==> src/rtl/uart_pkg.sv <==
// Shared types for the configurable UART transmitter: parity codes, FSM states, frame config.
// Latency: n/a (types and pure functions only).
// Backpressure: n/a.
package uart_pkg;

    typedef enum logic [1:0] {
        PAR_NONE = 2'd0,
        PAR_EVEN = 2'd1,
        PAR_ODD  = 2'd2,
        PAR_RSVD = 2'd3
    } parity_e;

    typedef enum logic [2:0] {
        ST_IDLE   = 3'd0,
        ST_START  = 3'd1,
        ST_DATA   = 3'd2,
        ST_PARITY = 3'd3,
        ST_STOP   = 3'd4
    } state_e;

    // Per-frame settings captured when a byte leaves the FIFO
    typedef struct packed {
        logic [3:0] nbits;
        logic       par_en;
        logic       stop2;
    } frame_cfg_t;

    function automatic logic [3:0] bits_len(input logic [1:0] code);
        return 4'd5 + {2'b00, code};
    endfunction

    function automatic logic data_parity(input logic [7:0] dat, input logic [3:0] nbits);
        logic p;
        p = 1'b0;
        for (int i = 0; i < 8; i++) begin
            if (i < int'(nbits)) p = p ^ dat[i];
        end
        return p;
    endfunction

endpackage

==> src/rtl/uart_tx_cfg_if.sv <==
// Byte push port into the transmitter FIFO.
// Latency: word captured on the edge where in_valid && in_ready.
// Backpressure: in_ready low while the FIFO is full.
interface uart_tx_cfg_if;
    logic [7:0] in_data;
    logic       in_valid;
    logic       in_ready;

    modport master (output in_data, output in_valid, input in_ready);
    modport slave  (input in_data, input in_valid, output in_ready);
endinterface

==> src/rtl/uart_fifo.sv <==
// Synchronous byte FIFO with occupancy count.
// Latency: head visible on rd_dat the cycle after a push into an empty FIFO.
// Backpressure: full asserted at DEPTH entries; caller must not push when full or pop when empty.
module uart_fifo #(
    parameter int DEPTH = 16,
    parameter int W     = 8
) (
    input  logic                     clk,
    input  logic                     rst_n,
    input  logic                     push,
    input  logic [W-1:0]             wr_dat,
    input  logic                     pop,
    output logic [W-1:0]             rd_dat,
    output logic                     full,
    output logic                     empty,
    output logic [$clog2(DEPTH):0]   level
);
    localparam int AW = $clog2(DEPTH);

    logic [AW-1:0] wr_ptr_q, wr_ptr_d, rd_ptr_q, rd_ptr_d;
    logic [AW:0]   level_q, level_d;
    logic [W-1:0]  mem_q [DEPTH];

    always_comb begin
        wr_ptr_d = push ? wr_ptr_q + AW'(1) : wr_ptr_q;
        rd_ptr_d = pop  ? rd_ptr_q + AW'(1) : rd_ptr_q;
        level_d  = level_q;
        unique case ({push, pop})
            2'b10:   level_d = level_q + (AW+1)'(1);
            2'b01:   level_d = level_q - (AW+1)'(1);
            default: level_d = level_q;
        endcase
    end

    always_ff @(posedge clk or negedge rst_n) begin
        if (!rst_n) begin
            wr_ptr_q <= '0;
            rd_ptr_q <= '0;
            level_q  <= '0;
        end else begin
            wr_ptr_q <= wr_ptr_d;
            rd_ptr_q <= rd_ptr_d;
            level_q  <= level_d;
        end
    end

    // Storage carries no reset; only pointers and count define validity
    always_ff @(posedge clk) begin
        if (push) mem_q[wr_ptr_q] <= wr_dat;
    end

    assign rd_dat = mem_q[rd_ptr_q];
    assign full   = (level_q == (AW+1)'(DEPTH));
    assign empty  = (level_q == '0);
    assign level  = level_q;

endmodule

==> src/rtl/uart_tx_cfg.sv <==
// Buffered UART transmitter with runtime divisor, length, parity and stop-bit selection.
// Latency: push into an empty idle block drives the start bit from the following edge.
// Backpressure: in_ready = !full; frames stream back-to-back while the FIFO holds data.
module uart_tx_cfg
    import uart_pkg::*;
#(
    parameter int DEPTH    = 16,
    parameter int CD_WIDTH = 16
) (
    input  logic                     clk,
    input  logic                     rst_n,
    input  logic [CD_WIDTH-1:0]      cfg_div,
    input  logic [1:0]               cfg_bits,
    input  logic [1:0]               cfg_parity,
    input  logic                     cfg_stop2,
    uart_tx_cfg_if.slave             in_if,
    output logic                     tx,
    output logic                     busy,
    output logic                     tx_done,
    output logic [$clog2(DEPTH):0]   level
);
    logic       fifo_full, fifo_empty, push, pop, load, bit_end;
    logic [7:0] fifo_dat;

    state_e              state_q, state_d;
    logic [CD_WIDTH-1:0] cnt_q, cnt_d, div_q, div_d;
    frame_cfg_t          cfg_q, cfg_d;
    logic [7:0]          sh_q, sh_d;
    logic [3:0]          idx_q, idx_d;
    logic                par_q, par_d, tx_q, tx_d, done_q, done_d;

    assign push           = in_if.in_valid && !fifo_full;
    assign in_if.in_ready = !fifo_full;

    uart_fifo #(.DEPTH(DEPTH), .W(8)) u_fifo (
        .clk    (clk),
        .rst_n  (rst_n),
        .push   (push),
        .wr_dat (in_if.in_data),
        .pop    (pop),
        .rd_dat (fifo_dat),
        .full   (fifo_full),
        .empty  (fifo_empty),
        .level  (level)
    );

    assign bit_end = (cnt_q == div_q);

    always_comb begin
        state_d = state_q;
        cnt_d   = bit_end ? '0 : cnt_q + CD_WIDTH'(1);
        div_d   = div_q;
        cfg_d   = cfg_q;
        sh_d    = sh_q;
        idx_d   = idx_q;
        par_d   = par_q;
        tx_d    = tx_q;
        done_d  = 1'b0;
        load    = 1'b0;
        unique case (state_q)
            ST_IDLE: begin
                cnt_d = '0;
                load  = !fifo_empty;
            end
            ST_START: if (bit_end) begin
                state_d = ST_DATA;
                tx_d    = sh_q[0];
                sh_d    = sh_q >> 1;
                idx_d   = '0;
            end
            ST_DATA: if (bit_end) begin
                if (idx_q == cfg_q.nbits - 4'd1) begin
                    idx_d   = '0;
                    state_d = cfg_q.par_en ? ST_PARITY : ST_STOP;
                    tx_d    = cfg_q.par_en ? par_q : 1'b1;
                end else begin
                    idx_d = idx_q + 4'd1;
                    tx_d  = sh_q[0];
                    sh_d  = sh_q >> 1;
                end
            end
            ST_PARITY: if (bit_end) begin
                state_d = ST_STOP;
                tx_d    = 1'b1;
            end
            ST_STOP: if (bit_end) begin
                if (cfg_q.stop2 && idx_q == 4'd0) begin
                    idx_d = 4'd1;
                end else begin
                    done_d  = 1'b1;
                    state_d = ST_IDLE;
                    tx_d    = 1'b1;
                    load    = !fifo_empty;
                end
            end
            default: state_d = ST_IDLE;
        endcase
        // Config is sampled only here so mid-frame changes wait for the next frame
        if (load) begin
            state_d      = ST_START;
            tx_d         = 1'b0;
            cnt_d        = '0;
            sh_d         = fifo_dat;
            div_d        = cfg_div;
            cfg_d.nbits  = bits_len(cfg_bits);
            cfg_d.par_en = (parity_e'(cfg_parity) == PAR_EVEN) || (parity_e'(cfg_parity) == PAR_ODD);
            cfg_d.stop2  = cfg_stop2;
            par_d        = data_parity(fifo_dat, bits_len(cfg_bits)) ^ (parity_e'(cfg_parity) == PAR_ODD);
        end
        pop = load;
    end

    always_ff @(posedge clk or negedge rst_n) begin
        if (!rst_n) begin
            state_q <= ST_IDLE;
            cnt_q   <= '0;
            div_q   <= '0;
            cfg_q   <= '0;
            sh_q    <= '0;
            idx_q   <= '0;
            par_q   <= 1'b0;
            tx_q    <= 1'b1;
            done_q  <= 1'b0;
        end else begin
            state_q <= state_d;
            cnt_q   <= cnt_d;
            div_q   <= div_d;
            cfg_q   <= cfg_d;
            sh_q    <= sh_d;
            idx_q   <= idx_d;
            par_q   <= par_d;
            tx_q    <= tx_d;
            done_q  <= done_d;
        end
    end

    assign tx      = tx_q;
    assign tx_done = done_q;
    assign busy    = (state_q != ST_IDLE) || !fifo_empty;

endmodule

==> src/flat_wrapper.sv <==
// flat-port wrapper written by rule: the top's interface ports become plain ports
module uart_tx_cfg_flat import uart_pkg::*;
#(
    parameter int DEPTH    = 16,
    parameter int CD_WIDTH = 16
)
  (clk, rst_n, cfg_div, cfg_bits, cfg_parity, cfg_stop2, tx, busy, tx_done, level, in_if_in_data, in_if_in_valid, in_if_in_ready);
  uart_tx_cfg_if in_if_i ();
  input  logic clk;
  input  logic rst_n;
  input  logic [CD_WIDTH-1:0] cfg_div;
  input  logic [1:0] cfg_bits;
  input  logic [1:0] cfg_parity;
  input  logic cfg_stop2;
  output logic tx;
  output logic busy;
  output logic tx_done;
  output logic [$clog2(DEPTH):0] level;
  input wire logic [$bits(in_if_i.in_data)-1:0] in_if_in_data;
  input wire logic [$bits(in_if_i.in_valid)-1:0] in_if_in_valid;
  output wire logic [$bits(in_if_i.in_ready)-1:0] in_if_in_ready;
  assign in_if_i.in_data = in_if_in_data;
  assign in_if_i.in_valid = in_if_in_valid;
  assign in_if_in_ready = in_if_i.in_ready;
  uart_tx_cfg #(.DEPTH(DEPTH), .CD_WIDTH(CD_WIDTH)) u_core (.clk(clk), .rst_n(rst_n), .cfg_div(cfg_div), .cfg_bits(cfg_bits), .cfg_parity(cfg_parity), .cfg_stop2(cfg_stop2), .in_if(in_if_i), .tx(tx), .busy(busy), .tx_done(tx_done), .level(level));
endmodule
==> config.mk <==
export PLATFORM = sky130hd
export DESIGN_NAME = uart_tx_cfg_flat
export DESIGN_NICKNAME = d
export VERILOG_FILES = /design/src/rtl/uart_pkg.sv /design/src/rtl/uart_tx_cfg_if.sv /design/src/rtl/uart_fifo.sv /design/src/rtl/uart_tx_cfg.sv /design/src/flat_wrapper.sv
export SDC_FILE = /design/constraint.sdc
export NUM_CORES = 1
export LEC_CHECK = 0
export ABC_AREA = 1
export BUFFER_PORTS_ARGS = -buffer_cell sky130_fd_sc_hd__buf_2
export CELL_PAD_IN_SITES_DETAIL_PLACEMENT = 1
export CELL_PAD_IN_SITES_GLOBAL_PLACEMENT = 2
export CORE_UTILIZATION = 40
export CTS_BUF_LIST = sky130_fd_sc_hd__clkbuf_16
export CTS_CLUSTER_SIZE = 28
export DETAILED_ROUTE_END_ITERATION = 8
export GPL_ROUTABILITY_DRIVEN = 1
export GPL_TIMING_DRIVEN = 0
export PLACE_DENSITY = 0.85
export REMOVE_ABC_BUFFERS = 1
export SLEW_MARGIN = 20
export SYNTH_ARGS = -nofsm -noshare
export SYNTH_HDL_FRONTEND = slang
export SYNTH_SLANG_ARGS = --single-unit
==> constraint.sdc <==
create_clock -name clk -period 3.25 [get_ports clk]
set_input_delay 0.65 -clock clk [delete_from_list [all_inputs] [get_ports clk]]
set_output_delay 0.65 -clock clk [all_outputs]
set_load 0.01 [all_outputs]
== Word-level counts from Yosys, hierarchy flattened ==
Memories as Yosys holds them, arrays and structs flattened.
Cells that the tools add are included.
Widths: inputs -> output; s select.

* Register bits after elaboration: 69
* Memory bits (writable): 128
* Output and inout bits: 9
* Word-level logic and storage cells: 137
* Memories kept: 1

{| class="wikitable"
|+ Memories
! name !! depth !! bits a word !! rd ports !! clocked after Yosys merged registers in !! wr ports !! line !! RTL
|-
| u_core.u_fifo.mem_q || 16 || 8 || 1 || 0 || 1 || uart_fifo.sv:22 || <nowiki>logic [W-1:0] mem_q [DEPTH];</nowiki>
|}

* Add/subtract/negate cells: 8
* Order comparisons: 8
* Equal/unequal tests: 23
* Muxes and demuxes: 57
* Bitwise logic cells: 8
* Reduce and logical (&&, ||, !) cells: 18

{| class="wikitable"
|+ Operators with widths
! operator !! number
|-
| $mux 16 || 3
|-
| $mux 8 || 4
|-
| $mux 1 || 31
|-
| $mux 3 || 8
|-
| $mux 4 || 5
|-
| $add 16x1->16 const B || 1
|-
| $eq 16x16->1 || 1
|-
| $lt 3x4->1 const A || 4
|-
| $pmux 8 s2 || 1
|-
| $ne 3x2->1 const B || 5
|-
| $pmux 3 s5 || 1
|-
| $add 4x1->4 const B || 3
|-
| $pmux 4 s3 || 1
|-
| $pmux 5 s2 || 1
|-
| $reduce_bool 3->1 || 3
|-
| $lt 1x4->1 const A || 2
|-
| $lt 2x4->1 const A || 2
|-
| $ne 2x1->1 const B || 4
|-
| $xor 1x1->1 || 8
|-
| $reduce_and 7->1 || 1
|-
| $eq 3x2->1 const B || 2
|-
| $ne 3x3->1 const B || 2
|-
| $reduce_and 6->1 || 1
|-
| $add 5x1->5 const B || 1
|-
| other kinds (22) || 27
|}

== Depth between registers and ports, before layout ==
* Word-level depth: 28
* Depth in mapped cells: 19
* Gate-level depth less buffers: 17

== Hierarchy ==
A second synthesis with hierarchy kept.

* Cells, all modules: 972
* Area, all modules: 9293.9 µm²

{| class="wikitable"
|+ Modules (own cells, without submodules)
! module !! instances !! cells each !! area an instance (µm²) !! seq. area each (µm²)
|-
| uart_fifo || 1 || 519 || 5999.5 || 4169.0
|-
| uart_tx_cfg || 1 || 453 || 3294.4 || 1402.6
|}

== Worst setup path after synthesis ==
No wires, ideal clock.

* Kind: register to register
* From: reg u_core.cnt_q[4]
* To: reg u_core.u_fifo.level_q[4] (netlist: u_core.u_fifo.level[4])
* Library setup time: 131 ps
* Arrival: 2724 ps
* Required time: 3119 ps
* Slack: 396 ps
* Cell stages (with the launch flop): 20
* Path buffers: 2
* Path through: dfrtp_1 -> buf_6 -> xnor2_1 -> nand4_1 -> nor2_1 -> nand2_1 -> inv_2 -> nand2_2 -> a21oi_4 -> buf_2 -> ha_1 -> xor2_1 -> ha_1 -> a21oi_1 -> o21ai_0 -> a21oi_1 -> inv_1 -> a21oi_1 -> o21ai_0 -> xor2_1

* Cells in the longest elaborated chain, start to end: 5
* Elaborated cells between the ends (all ways): 7
* Those cells by class: 3 x eq/ne; 3 x mux; 1 x reduce/logical

{| class="wikitable"
|+ RTL lines
! element !! line !! RTL
|-
| from (decl) || uart_tx_cfg.sv:26 || <nowiki>logic [CD_WIDTH-1:0] cnt_q, cnt_d, div_q, div_d;</nowiki>
|-
| from (signal assigned) || uart_tx_cfg.sv:126 || <nowiki>cnt_q <= cnt_d;</nowiki>
|-
| $eq 16x16->1 * || uart_tx_cfg.sv:47 || <nowiki>assign bit_end = (cnt_q == div_q);</nowiki>
|-
| $mux 1 * || uart_tx_cfg.sv:86 || <nowiki>ST_STOP: if (bit_end) begin</nowiki>
|-
| $pmux 1 s2 * || uart_tx_cfg.sv:60 || <nowiki>unique case (state_q)</nowiki>
|-
| $eq 2x1->1 or $eq 2x2->1 (tied branches) || uart_fifo.sv:28 || <nowiki>unique case ({push, pop})</nowiki>
|-
| $pmux 5 s2 or $reduce_bool 2->1 (tied branches) || -- ||
|-
| to (signal assigned) || uart_fifo.sv:43 || <nowiki>level_q <= level_d;</nowiki>
|-
| to (decl) || uart_fifo.sv:21 || <nowiki>logic [AW:0] level_q, level_d;</nowiki>
|}

Every way passes the cells marked *; elsewhere a longest branch is shown, timed or not.
A chain may end at the register's enable or synchronous reset.

== Final worst setup path ==
* From: reg u_core.cnt_q[11]
* To: reg u_core.u_fifo.level_q[4] (netlist: u_core.u_fifo.level[4])

The elaborated chain is that of the path after synthesis.

==> impl_metrics.yaml <==
floorplan:
  start_util: 0.4124
  fp-row-count: 54
  dieArea_um2: 23320
  dieWidth_um: 152.7
  dieHeight_um: 152.7
  io-pin-count: 41
  design.core.area_um2: 22030
cts:
  cts_buffer_depth: 2
  numCtsBuffers: 17
  cts_root_buffer: "clkbuf_16"
  cts_hold_buf: 0
  clk_pin_slew_ns: 0.08
  cts_tree: "done"
  worstSkewPairLatency_ns: 0.44
  cts.sinks: 197
  htreeDepth: 4
timing:
  max_slew.worst_pin.slew_ns: 0.9976
  fin_crit_ns: 2.963
  rsz0062_at_grt: "no"
  fin_setup_tns_ns: 0
  skew_ns: 0.01293
  slew_viol_final: 0
  setup_viol: 0
  whs_ns: 0.09147
  relSlewSlack: 0.3304
  final_hold_viol_count: 0
  fmax_ghz: 0.3375
  min_period_over_period: 0.9117
job:
  drv_cap: 0
global_routing:
  antenna_found_initial: 0
  top_usage_layer: "met2"
  track_usage: 0.2020
  grt_use_met1: 0.2771
  grt_pass1_wl_um: 36200
  grtUsageMet3: 0.03641
  grt_pass1_vias: 6662
  grt_util_met2: 0.3336
  grt_max_degree: 56
  grt-ovfl-total: 0
worst_setup_path:
  worstSetupStartpointType: "register"
  crit_required_ns: 3.57
  crit_family: "compound AO/OA/AOI/OAI gates"
  crit_arrival_ns: 3.28
  endpoint_kind: "register"
  crit_slowest_cell: "dfrtp_1"
  critical_path.cell_chain: "xnor2_1 > nand4_1 > nor2_1 > nand2_2 > inv_2 > nand2_2 > a21oi_4 > ha_4 > xor2_1 > ha_1 > a21oi_2 > o21ai_0 > a21oi_1 > inv_1 > a21oi_1 > o21ai_0 > xor2_1"
  max_stage_delay_ns: 0.42
  worstSetupPathType: "reg -> reg"
  cp_max_fo: 5
  critPathBufInv: 2
yosys:
  synth_xor_area_frac: 0.03664
  synth_mux_area_frac: 0
  synth_warnings: 0
  synth_compound_area_frac: 0.04862
  synthCells: 940
  yosysSeqAreaShare: 0.6134
  yosys.area.top_type: "edfxtp_1"
  synth.distinct_cells: 43
  syn-mean-instance-area_um2: 9.664
  synth-seq-cells: 197
  synth_area_um2: 9084
  yosys.area_share.simple: 0.2219
  synth_top_family_by_area: "simple AND/OR/NAND/NOR gates"
  yosys.area.top_type_share: 0.4231
  synthTopCellsByArea: "edfxtp_1 (42%), dfrtp_1 (19%), nand2_1 (13%)"
  synth_fa_ha_area_frac: 0.02342
finish:
  antenna_cells: 0
  multi_input_area_um2: 3033
  stdcell_count: 1267
  register_area_um2: 5578
  syn_to_final_growth_pct: 11.60
  nNetsFinal: 1023
  utilization: 0.4602
  drive_above_1_share: 0.1013
  fill_cells: 2507
place:
  gp_congestion: 0.7692
  dp.cells: 1233
  portBuffers: 40
  dpl.hpwl_um: 14200
drt:
  firstDrtPassIters: 6
  drt-wirelength-per-cell_um: 17.35
  ant_nets: 0
  via_count: 6349
  drt-initial-drc-count: 336
  finalWirelength_um: 21980
  viasPerCell: 5.011
  drc: 1
pwr:
  power_density_nw_per_um2: 923.5
  p_leak_uw: 0.004315
  vdd_ir_drop_max_uv: 470.7
run_status:
  failed_checks: "DRC"
  status: "finished, violations left"
hold_path:
  min_path_type: "in -> async"
-- placed cells by master (no fill, tap or decap), types with 3 or more instances in the layout --
cell / instances
a21oi_1: 15
buf_2: 39
clkbuf_16: 17
clkinv_1: 3
dfrtp_1: 65
edfxtp_1: 128
ha_1: 16
inv_1: 79
inv_2: 7
inv_6: 3
inv_8: 5
nand2_1: 303
nand3_1: 62
nand4_1: 7
nor2_1: 108
nor2_2: 3
nor3_1: 6
o211ai_1: 4
o21ai_0: 31
o21ai_1: 3
o221ai_1: 3
xnor2_1: 21
xor2_1: 17
-- area by class of cell --
type,count,share of cell area
Sequential cell,197,0.5502
Tap cell,280,0.03456
Multi-Input combinational cell,627,0.2992
Clock buffer,17,0.04197
Timing Repair Buffer,43,0.02580
Clock inverter,15,0.01543
Inverter,88,0.03283
-- Yosys cell counts, drive strengths merged --
master / instances
xor2: 17
o2111ai: 2
xnor2: 21
nor2: 112
a22oi: 1
ha: 17
nand2: 305
o21bai: 1
a31oi: 2
nand3: 63
nand4: 7
clkbuf: 3
o221ai: 5
clkinv: 1
buf: 26
nor4: 2
or2: 2
o21ai: 34
dfrtp: 68
a21oi: 17
and3: 1
o31ai: 2
inv: 87
o22ai: 1
o21a: 2
edfxtp: 128
nor3: 7
a211oi: 1
o211ai: 4
dfstp: 1
-- state kept, by name (all words and copies together) (netlist names), 3 cells and up --
signal,flops
u_core.u_fifo.rd_ptr_q,4
u_core.idx_q,4
u_core.u_fifo.mem_q,128
u_core.cfg_q,6
u_core.u_fifo.level,5
u_core.cnt_q,16
u_core.u_fifo.wr_ptr_q,4
u_core.state_q,3
u_core.sh_q,8
u_core.div_q,16
-- worst paths after layout --
kind | startpoint | depth (start not counted) | slack, ns | endpoint
min reg2reg | u_core.tx$_DFFE_PN1P_ | 2 | 0.49 | u_core.tx$_DFFE_PN1P_
max in group asynchronous | rst_n | 2 | 2.58 | u_core.cnt_q[9]$_DFF_PN0_
min in group clk | cfg_div[15] | 3 | 0.41 | u_core.div_q[15]$_DFFE_PN0N_
max reg2reg | u_core.cnt_q[11]$_DFF_PN0_ | 17 | 0.29 | u_core.u_fifo.level[4]$_DFFE_PN0P_
max | u_core.cnt_q[11]$_DFF_PN0_ | 17 | 0.29 | u_core.u_fifo.level[4]$_DFFE_PN0P_
min | rst_n | 1 | 0.09 | u_core.sh_q[3]$_DFFE_PN0P_
-- through the flow --
stage | setup slack (ns) | power [uW] | area [um2]
floorplan | 0.02261 | 6044 | 8905
global placement | -1.824 | 7105 | 9455
detailed placement | -0.6115 | 7264 | 9509
CTS | 0.09112 | 9437 | 10110
global route | 0.02550 | 10110 | 10140
finish | 0.2871 | 9361 | 10140
-- repair_timing --
action,4_1_cts,5_1_grt
pin swaps,1,2
buffers inserted,1,0
cloned,1,0
resized for setup,0,10
endpoints found under the setup margin,3,2
-- cell families (layout without fill, tap and decap cells) --
| logic type | Yosys count | in the layout |
|---|---|---|
| and+or+nand+nor | 499 | 499 |
| buffers and inverters | 117 | 163 |
| xor gates and xnor gates | 38 | 38 |
| adders and majority gates | 17 | 17 |
| AOI/OAI and AO/OA | 72 | 73 |
| DFF | 197 | 197 |
-- where the power goes --
| part | internal [uW] | switching [uW] |
|---|---|---|
| Sequential | 3180 | 423 |
| Clock | 1030 | 1060 |
| Combinational | 1160 | 2500 |
| Total | 5370 | 3990 |
-- routing by layer --
metal  routed length (um)  vias up
met1                10600     3133
met5                    0        -
li1                     -     3132
met4                  127        0
met3                  739        7
met2                10510       77
-- worst register-to-register path, delay by kind of cell, from the launching register on --
kind / cells / cell delay [ns]
flip-flops: 1 / 0.42
AND/OR/NAND/NOR: 4 / 0.58
adder cells (fa/ha/maj): 2 / 0.40
AO/OA/AOI/OAI: 6 / 0.92
buffers and inverters: 2 / 0.15
XOR/XNOR: 3 / 0.39
Note: power is estimated with default switching activity, not from simulation.
